`config.mk`:
```
export PLATFORM = sky130hd
export DESIGN_NAME = pipe_muldiv_ctrl
export DESIGN_NICKNAME = d
export VERILOG_FILES = /design/src/rtl/pipe_pkg.sv /design/src/rtl/pipe_lat_counter.sv /design/src/rtl/pipe_muldiv_ctrl.sv
export SDC_FILE = /design/constraint.sdc
export NUM_CORES = 1
export LEC_CHECK = 0
export BUFFER_PORTS_ARGS = -buffer_cell sky130_fd_sc_hd__buf_2
export CORE_MARGIN = 2
export CORE_UTILIZATION = 48
export DETAILED_ROUTE_END_ITERATION = 10
export PLACE_DENSITY = 0.75
export SYNTH_ARGS = -nofsm -noshare
export SYNTH_HDL_FRONTEND = slang
export SYNTH_SLANG_ARGS = --single-unit
```
`constraint.sdc`:
```
create_clock -name i_clk -period 2 [get_ports i_clk]
set_input_delay 0.4 -clock i_clk [delete_from_list [all_inputs] [get_ports i_clk]]
set_output_delay 0.4 -clock i_clk [all_outputs]
set_load 0.01 [all_outputs]
```
`src/rtl/pipe_pkg.sv`:
```
// Shared definitions for the EX-stage multiply/divide sequencing logic.
// Contents:
//   op_type_e  - decoder op codes for MULT/MULTU/DIV/DIVU
//   state_e    - controller FSM encodings
//   HILO_SEL_* - write-back mux select codes for HI/LO
//   op_is_div / op_is_signed - op classification helpers
package pipe_pkg;

    typedef enum logic [1:0] {
        OP_MULT  = 2'b00,
        OP_MULTU = 2'b01,
        OP_DIV   = 2'b10,
        OP_DIVU  = 2'b11
    } op_type_e;

    typedef enum logic [1:0] {
        ST_IDLE = 2'd0,
        ST_RUN  = 2'd1,
        ST_DONE = 2'd2
    } state_e;

    localparam logic [1:0] HILO_SEL_DIV = 2'd0;
    localparam logic [1:0] HILO_SEL_MUL = 2'd1;
    localparam logic [1:0] HILO_SEL_RS  = 2'd2;

    function automatic logic op_is_div(input op_type_e op);
        return (op == OP_DIV) || (op == OP_DIVU);
    endfunction

    function automatic logic op_is_signed(input op_type_e op);
        return (op == OP_MULT) || (op == OP_DIV);
    endfunction

endpackage

```
`src/rtl/pipe_lat_counter.sv`:
```
// Loadable down-counter that times the latency of the multi-cycle unit.
// Ports:
//   i_clk, i_rst   - clock, asynchronous active-high reset
//   i_clear        - force the count to zero (takes priority over load)
//   i_load         - load i_load_val
//   i_load_val     - value loaded on i_load
//   o_zero         - count is zero
// The count decrements by one each cycle while non-zero and saturates at 0.
module pipe_lat_counter #(
    parameter int CNT_W = 6
) (
    input  logic             i_clk,
    input  logic             i_rst,
    input  logic             i_clear,
    input  logic             i_load,
    input  logic [CNT_W-1:0] i_load_val,
    output logic             o_zero
);

    logic [CNT_W-1:0] r_cnt;

    // Count register: clear, load, or decrement toward zero.
    always_ff @(posedge i_clk or posedge i_rst) begin
        if (i_rst) begin
            r_cnt <= {CNT_W{1'b0}};
        end else if (i_clear) begin
            r_cnt <= {CNT_W{1'b0}};
        end else if (i_load) begin
            r_cnt <= i_load_val;
        end else if (r_cnt != {CNT_W{1'b0}}) begin
            r_cnt <= r_cnt - {{(CNT_W-1){1'b0}}, 1'b1};
        end else begin
            r_cnt <= r_cnt;
        end
    end

    assign o_zero = (r_cnt == {CNT_W{1'b0}});

endmodule

```
`src/rtl/pipe_muldiv_ctrl.sv`:
```
// EX-stage controller for the multi-cycle MULT/MULTU/DIV/DIVU units.
// Accepts one op, launches the unit, times its latency and schedules the
// HI/LO write-back; stalls the pipe while a result is in flight.
// Ports:
//   i_clk, i_rst        - clock, asynchronous active-high reset
//   i_op_valid          - EX holds a mul/div op
//   i_op_type           - 00 MULT, 01 MULTU, 10 DIV, 11 DIVU
//   i_hilo_read         - MFHI/MFLO in EX needs HI/LO
//   i_flush             - abort any in-flight op
//   o_op_ready          - controller idle, can accept an op
//   o_stall             - freeze IF/ID/EX
//   o_busy              - an op is in flight (RUN or DONE)
//   o_mul_start/o_div_start - one-cycle unit launch pulses
//   o_unit_signed       - signed op, latched at accept
//   o_hi_wena/o_lo_wena - HI/LO write enables (DONE cycle)
//   o_hi_mux_sel/o_lo_mux_sel - write-back source, latched at accept
module pipe_muldiv_ctrl
    import pipe_pkg::*;
#(
    parameter int MUL_LAT = 4,
    parameter int DIV_LAT = 33,
    parameter int CNT_W   = 6
) (
    input  logic       i_clk,
    input  logic       i_rst,
    input  logic       i_op_valid,
    input  logic [1:0] i_op_type,
    input  logic       i_hilo_read,
    input  logic       i_flush,
    output logic       o_op_ready,
    output logic       o_stall,
    output logic       o_busy,
    output logic       o_mul_start,
    output logic       o_div_start,
    output logic       o_unit_signed,
    output logic       o_hi_wena,
    output logic       o_lo_wena,
    output logic [1:0] o_hi_mux_sel,
    output logic [1:0] o_lo_mux_sel
);

    // The counter is loaded with LAT-1 so RUN spans exactly LAT cycles.
    localparam logic [CNT_W-1:0] MUL_LOAD = CNT_W'(MUL_LAT - 1);
    localparam logic [CNT_W-1:0] DIV_LOAD = CNT_W'(DIV_LAT - 1);

    state_e           r_state;
    state_e           w_state_nx;
    logic             r_first;
    logic             r_is_div;
    logic             r_signed;
    logic [1:0]       r_hi_sel;
    logic [1:0]       r_lo_sel;
    logic             w_accept;
    logic             w_zero;
    logic             w_new_div;
    logic [CNT_W-1:0] w_load_val;
    op_type_e         w_op;

    assign w_op       = op_type_e'(i_op_type);
    assign w_new_div  = op_is_div(w_op);
    assign w_load_val = w_new_div ? DIV_LOAD : MUL_LOAD;

    pipe_lat_counter #(
        .CNT_W (CNT_W)
    ) u_lat_counter (
        .i_clk      (i_clk),
        .i_rst      (i_rst),
        .i_clear    (i_flush),
        .i_load     (w_accept),
        .i_load_val (w_load_val),
        .o_zero     (w_zero)
    );

    // FSM state register.
    always_ff @(posedge i_clk or posedge i_rst) begin
        if (i_rst) begin
            r_state <= ST_IDLE;
        end else begin
            r_state <= w_state_nx;
        end
    end

    // Op attributes captured at accept; r_first marks the first RUN cycle.
    always_ff @(posedge i_clk or posedge i_rst) begin
        if (i_rst) begin
            r_first  <= 1'b0;
            r_is_div <= 1'b0;
            r_signed <= 1'b0;
            r_hi_sel <= HILO_SEL_DIV;
            r_lo_sel <= HILO_SEL_DIV;
        end else begin
            r_first <= w_accept;
            if (w_accept) begin
                r_is_div <= w_new_div;
                r_signed <= op_is_signed(w_op);
                r_hi_sel <= w_new_div ? HILO_SEL_DIV : HILO_SEL_MUL;
                r_lo_sel <= w_new_div ? HILO_SEL_DIV : HILO_SEL_MUL;
            end
        end
    end

    // Next-state and pulse outputs. Flush always returns to IDLE; the start
    // pulse is not gated by flush since the unit result is simply dropped.
    always_comb begin
        w_state_nx  = r_state;
        w_accept    = 1'b0;
        o_mul_start = 1'b0;
        o_div_start = 1'b0;
        o_hi_wena   = 1'b0;
        o_lo_wena   = 1'b0;
        case (r_state)
            ST_IDLE: begin
                if (i_flush) begin
                    w_state_nx = ST_IDLE;
                end else if (i_op_valid) begin
                    w_accept   = 1'b1;
                    w_state_nx = ST_RUN;
                end else begin
                    w_state_nx = ST_IDLE;
                end
            end
            ST_RUN: begin
                o_mul_start = r_first & ~r_is_div;
                o_div_start = r_first & r_is_div;
                if (i_flush) begin
                    w_state_nx = ST_IDLE;
                end else if (w_zero) begin
                    w_state_nx = ST_DONE;
                end else begin
                    w_state_nx = ST_RUN;
                end
            end
            ST_DONE: begin
                o_hi_wena  = ~i_flush;
                o_lo_wena  = ~i_flush;
                w_state_nx = ST_IDLE;
            end
            default: begin
                w_state_nx = ST_IDLE;
            end
        endcase
    end

    assign o_op_ready    = (r_state == ST_IDLE);
    assign o_busy        = (r_state != ST_IDLE);
    // No HI/LO forwarding, so DONE still stalls an MFHI/MFLO.
    assign o_stall       = o_busy & (i_op_valid | i_hilo_read);
    assign o_unit_signed = r_signed;
    assign o_hi_mux_sel  = r_hi_sel;
    assign o_lo_mux_sel  = r_lo_sel;

endmodule

```
# After elaboration in Yosys (flattened, before gate mapping)
# Index checks and enable logic that the tools add are counted.
[word_totals]
ff_bits = 13
out_inout_bits = 12
[op_classes]
addsub = 1
eq_ne = 4
mux = 16
bitwise = 6
reduce_logical = 8
[op_table]
columns = ["operator", "n"]
rows = [
  ["two-way mux 6 bit", 4],
  ["two-way mux 1 bit", 9],
  ["== test 2 bit (second input constant)", 3],
  ["logical NOT 6 bit", 1],
  ["nonzero test 6 bit", 1],
  ["subtractor 6 x 1 -> 6 bit (second input constant)", 1],
  ["logical NOT 2 bit", 2],
  ["two-way mux 2 bit", 2],
  ["one-hot mux 2 bit (2 select lines)", 1],
  ["bitwise AND 1 bit", 3],
  ["nonzero test 3 bit", 1],
  ["== test 2 x 1 -> 1 bit (second input constant)", 1],
  ["logical OR 1 bit", 2],
  ["inverter 1 bit", 2],
  ["nonzero test 2 bit", 1],
  ["bitwise OR 1 bit", 1],
]

# Longest topological paths before layout
[logic_depth]
word_depth = 5
mapped_depth = 7
depth_no_buf = 6

# Hierarchy
# From an unflattened synthesis, not the netlist that was laid out.
[unflattened]
cells_unflattened = 73
hier_area_um2 = 750.7
[by_module_without_submodules]
columns = ["mod", "instances", "cells_per_inst", "area_per_inst_um2", "seq_area_each_um2"]
rows = [
  ["pipe_lat_counter", 1, 42, 420.4, 150.1],
  ["pipe_muldiv_ctrl", 1, 31, 330.3, 150.1],
]

# Worst setup path before layout
# Ideal clock, no wire load.
[synth_timing]
kind = "register to register"
start = "register u_lat_counter.r_cnt[0]"
end = "register u_lat_counter.r_cnt[3]"
setup_time_ps = 73
t_arrival_ps = 1308
slack_ps = 619
path_stages_with_launch = 8
path_buffers = 1
period_less_slack_ps = 1381
cell_sequence = "dfrtp_1 -> inv_1 -> ha_1 -> nand2b_4 -> nor2b_4 -> buf_6 -> or3_1 -> a21oi_2"
[synth_via]
elab_chain_cells = 4
word_cells_on_any_way = 6
cone_classes = "add/sub: 1; mux: 3; reduce/logical: 2"
[synth_rtl]
columns = ["item", "line_no", "source"]
rows = [
  ["start, declared", "pipe_lat_counter.sv:20", "logic [CNT_W-1:0] r_cnt;"],
  ["start signal, assigned", "pipe_lat_counter.sv:25", "r_cnt <= {CNT_W{1'b0}};"],
  ["start signal, assigned", "pipe_lat_counter.sv:27", "r_cnt <= {CNT_W{1'b0}};"],
  ["start signal, assigned", "pipe_lat_counter.sv:29", "r_cnt <= i_load_val;"],
  ["subtractor 6 x 1 -> 6 bit", "pipe_lat_counter.sv:31", "r_cnt <= r_cnt - {{(CNT_W-1){1'b0}}, 1'b1};"],
  ["two-way mux 6 bit", "pipe_lat_counter.sv:30", "end else if (r_cnt != {CNT_W{1'b0}}) begin"],
  ["two-way mux 6 bit", "pipe_lat_counter.sv:28", "end else if (i_load) begin"],
  ["two-way mux 6 bit", "pipe_lat_counter.sv:26", "end else if (i_clear) begin"],
]
# Parallel ways exist; a longest one is shown, timed or not. The select of a mux whose other input is x is not followed.
# A chain may end at the register's enable or synchronous reset.

# Final worst setup path
[layout_timing]
start = "register r_state[0]"
end = "output port o_mul_start"
[layout_via]
elab_chain_cells = 2
[layout_rtl]
columns = ["item", "line_no", "source"]
rows = [
  ["start, declared", "pipe_muldiv_ctrl.sv:46", "state_e r_state;"],
  ["start signal, assigned", "pipe_muldiv_ctrl.sv:79", "r_state <= w_state_nx;"],
  ["== test 2 x 1 -> 1 bit", "pipe_muldiv_ctrl.sv:111", "case (r_state)"],
  ["two-way mux 1 bit", "pipe_muldiv_ctrl.sv:111", ""],
  ["end, declared", "pipe_muldiv_ctrl.sv:33", "output logic o_mul_start,"],
]
# No other way between the ends.

==> flow_summary.json <==
{
  "outcome": "finished, final reports clean",
  "cpMaxStageDelayCell": "dfrtp_1",
  "cts_inserted_buffers": 3,
  "htreeDepth": 1,
  "gp_congestion": 0.7384,
  "min_period_ns": 1.546,
  "finalPower_mw": 1.088,
  "clock-sinks": 12,
  "irDropWorstVdd_mv": 0.7720,
  "cts-resized-gates": 0,
  "synth.distinct_cells": 29,
  "die_y_um": 40.89,
  "synth_area_per_cell_um2": 10.21,
  "root_buffer": "clkbuf_4",
  "netlist_area_um2": 653.1,
  "grt.overflow.total": 0,
  "worstPathMaxFanout": 3,
  "rows": 13,
  "vias_per_cell": 4.979,
  "hold_path.class": "input port to async pin",
  "dr.pass1.iters": 3,
  "yosysSeqAreaShare_pct": 45.98,
  "critical_path_required_ns": 1.60,
  "grt_pass1_wl_um": 1773,
  "synth-seq-cells": 12,
  "grt_pass1_vias": 419,
  "drtIter0Drc": 7,
  "portBuffers": 16,
  "start_kind": "flop",
  "max_freq_mhz": 646.8,
  "drive_gt1_share_pct": 36.71,
  "rsz0062_at_grt": "no",
  "power_density_nw_per_um2": 1476,
  "place_hpwl_um": 861.7,
  "start_util_pct": 50.83,
  "drv_slew": 0,
  "fin_nets": 89,
  "grt_use_total_pct": 16.15,
  "routed_wl_um": 1055,
  "cts_setup_buffers": 0,
  "cts_hold_buf": 0,
  "wl_per_cell_um": 11.22,
  "clock_skew_ns": 0.004642,
  "detail-route-antenna-nets": 0,
  "diodes": 0,
  "core_area_um2": 1285,
  "die_w_um": 40.89,
  "drc": 0,
  "synthToLayoutAreaGrowth_pct": 12.84,
  "num_vias": 468,
  "io-pin-count": 19,
  "critPathArrivalTime_ns": 1.15,
  "grt_max_degree": 13,
  "die_area_um2": 1672,
  "finalSetupViolCount": 0,
  "final.period_utilization_pct": 77.30,
  "hold_viol_final": 0,
  "clk_latency_ns": 0.26,
  "clkTransAtPathRegs_ns": 0.07,
  "clk_path_buf_depth": 2,
  "yosys_warnings": 0,
  "setup_tns_ns": 0,
  "drv_cap": 0,
  "antenna_found_initial": 0,
  "netlist_instances": 64,
  "leakage_nw": 0.3883,
  "crit_type": "flop to output pin",
  "max_stage_delay_ns": 0.37,
  "crit_path_end_kind": "output pin",
  "cts_tree": "yes",
  "crit_chain": "inv_1 > nor2_1 > and3_1 > buf_2"
}
-- cells in the mapped netlist --
library cell | instances | area share (%)
nor3_2 | 2 | 3.1
nand3b_1 | 1 | 1.1
mux2i_1 | 1 | 1.5
or4b_1 | 1 | 1.5
and3b_2 | 1 | 1.5
inv_1 | 7 | 4.0
nor2_1 | 7 | 4.0
and3_1 | 2 | 1.9
buf_6 | 1 | 1.7
nor2b_4 | 1 | 2.1
o21ai_0 | 2 | 1.5
dfrtp_1 | 12 | 46
nor3b_1 | 1 | 1.1
o21a_1 | 2 | 2.3
ha_1 | 1 | 1.9
o41ai_2 | 1 | 2.5
a21oi_2 | 1 | 1.3
or3_4 | 1 | 1.7
conb_1 | 1 | 0.57
o22ai_1 | 1 | 0.96
nand2b_4 | 1 | 2.1
inv_2 | 1 | 0.57
or2_2 | 1 | 0.96
xnor2_1 | 2 | 2.7
buf_4 | 4 | 4.6
a21oi_1 | 4 | 3.1
o41ai_1 | 1 | 1.3
nand2_1 | 2 | 1.1
or3_1 | 1 | 0.96
-- flip-flops by register name, summed over array words and instances (netlist names) --
| signal | flops |
|---|---|
| o_hi_mux_sel | 1 |
| r_is_div | 1 |
| r_state | 2 |
| r_first | 1 |
| o_unit_signed | 1 |
| u_lat_counter.r_cnt | 6 |
-- cell type report --
class	instances	area (um2)
multi-input combinational	40	285.3
timing repair buffer	16	80.08
sequential	12	300.3
tap	15	18.77
fill	116	548.0
clock buffer	3	22.52
inverter	8	30.03
-- report_power, final --
part / leakage [nW] / total (mW) / switching (mW) / internal (mW)
logic: 0.221 / 0.557 / 0.292 / 0.265
registers: 0.154 / 0.391 / 0.0655 / 0.325
clock network: 0.0138 / 0.140 / 0.0710 / 0.0694
-- critical path: cells and delay by family, from the launching register on --
family,cells,cell delay (ns)
flip-flops,1,0.37
AND/OR/NAND/NOR,2,0.34
buffers and inverters,2,0.18
-- logic make-up (layout without fill, tap and decap cells) --
group / after synthesis / in the layout / share of synthesized area [%]
buffers and inverters: 13 / 27 / 10.92
AND/OR/NAND/NOR: 22 / 22 / 23.37
other: 1 / 2 / 0.5742
XOR/XNOR: 2 / 2 / 2.682
flip-flops: 12 / 12 / 45.98
AO/OA/AOI/OAI: 12 / 12 / 13.03
multiplexers: 1 / 1 / 1.533
adder cells (fa/ha/maj): 1 / 1 / 1.915
-- per-stage QoR --
stage / util (%) / hold WS, ns / worst slack (ns) / std cells / cell area [um2]
2_1_floorplan: - / 0.2647 / 0.6185 / 65 / 656.9
3_3_place_gp: 55.60 / 0.4151 / 0.5516 / 91 / 714.4
3_5_place_dp: 55.60 / 0.4170 / 0.5199 / 91 / 714.4
4_1_cts: 57.35 / 0.1307 / 0.4430 / 94 / 737.0
5_1_grt: 57.35 / 0.1752 / 0.3393 / 94 / 737.0
6_report: 57.35 / 0.1208 / 0.4540 / 94 / 737.0
-- final timing paths --
kind	startpoint	to	slack, ns	cells after the start
max	r_state[0]	o_mul_start	0.45	4
min	i_rst	u_lat_counter.r_cnt[2]	0.12	2
max reg2reg	u_lat_counter.r_cnt[0]	u_lat_counter.r_cnt[4]	0.51	5
min reg2reg	o_hi_mux_sel[0]	o_hi_mux_sel[0]	0.52	1
max in group asynchronous	i_rst	r_state[1]	1.57	2
min in group i_clk	i_op_type[0]	o_unit_signed	0.30	2
-- cell usage in the layout, fill, tap and decap left out, types with 3 or more instances in the layout --
master	n
buf_2	16
dfrtp_1	12
a21oi_1	4
nor2_1	7
inv_1	7
clkbuf_4	3
-- per-layer routing --
layer | track usage [%] | wire [um] | vias to the layer above
li1 | - | - | 239
met1 | 21.45 | 485 | 216
met2 | 26.17 | 523 | 11
met3 | 1.630 | 38 | 2
met4 | 7.500 | 8 | 0
met5 | 0 | 0 | -
Note: power is estimated with default switching activity, not from simulation.
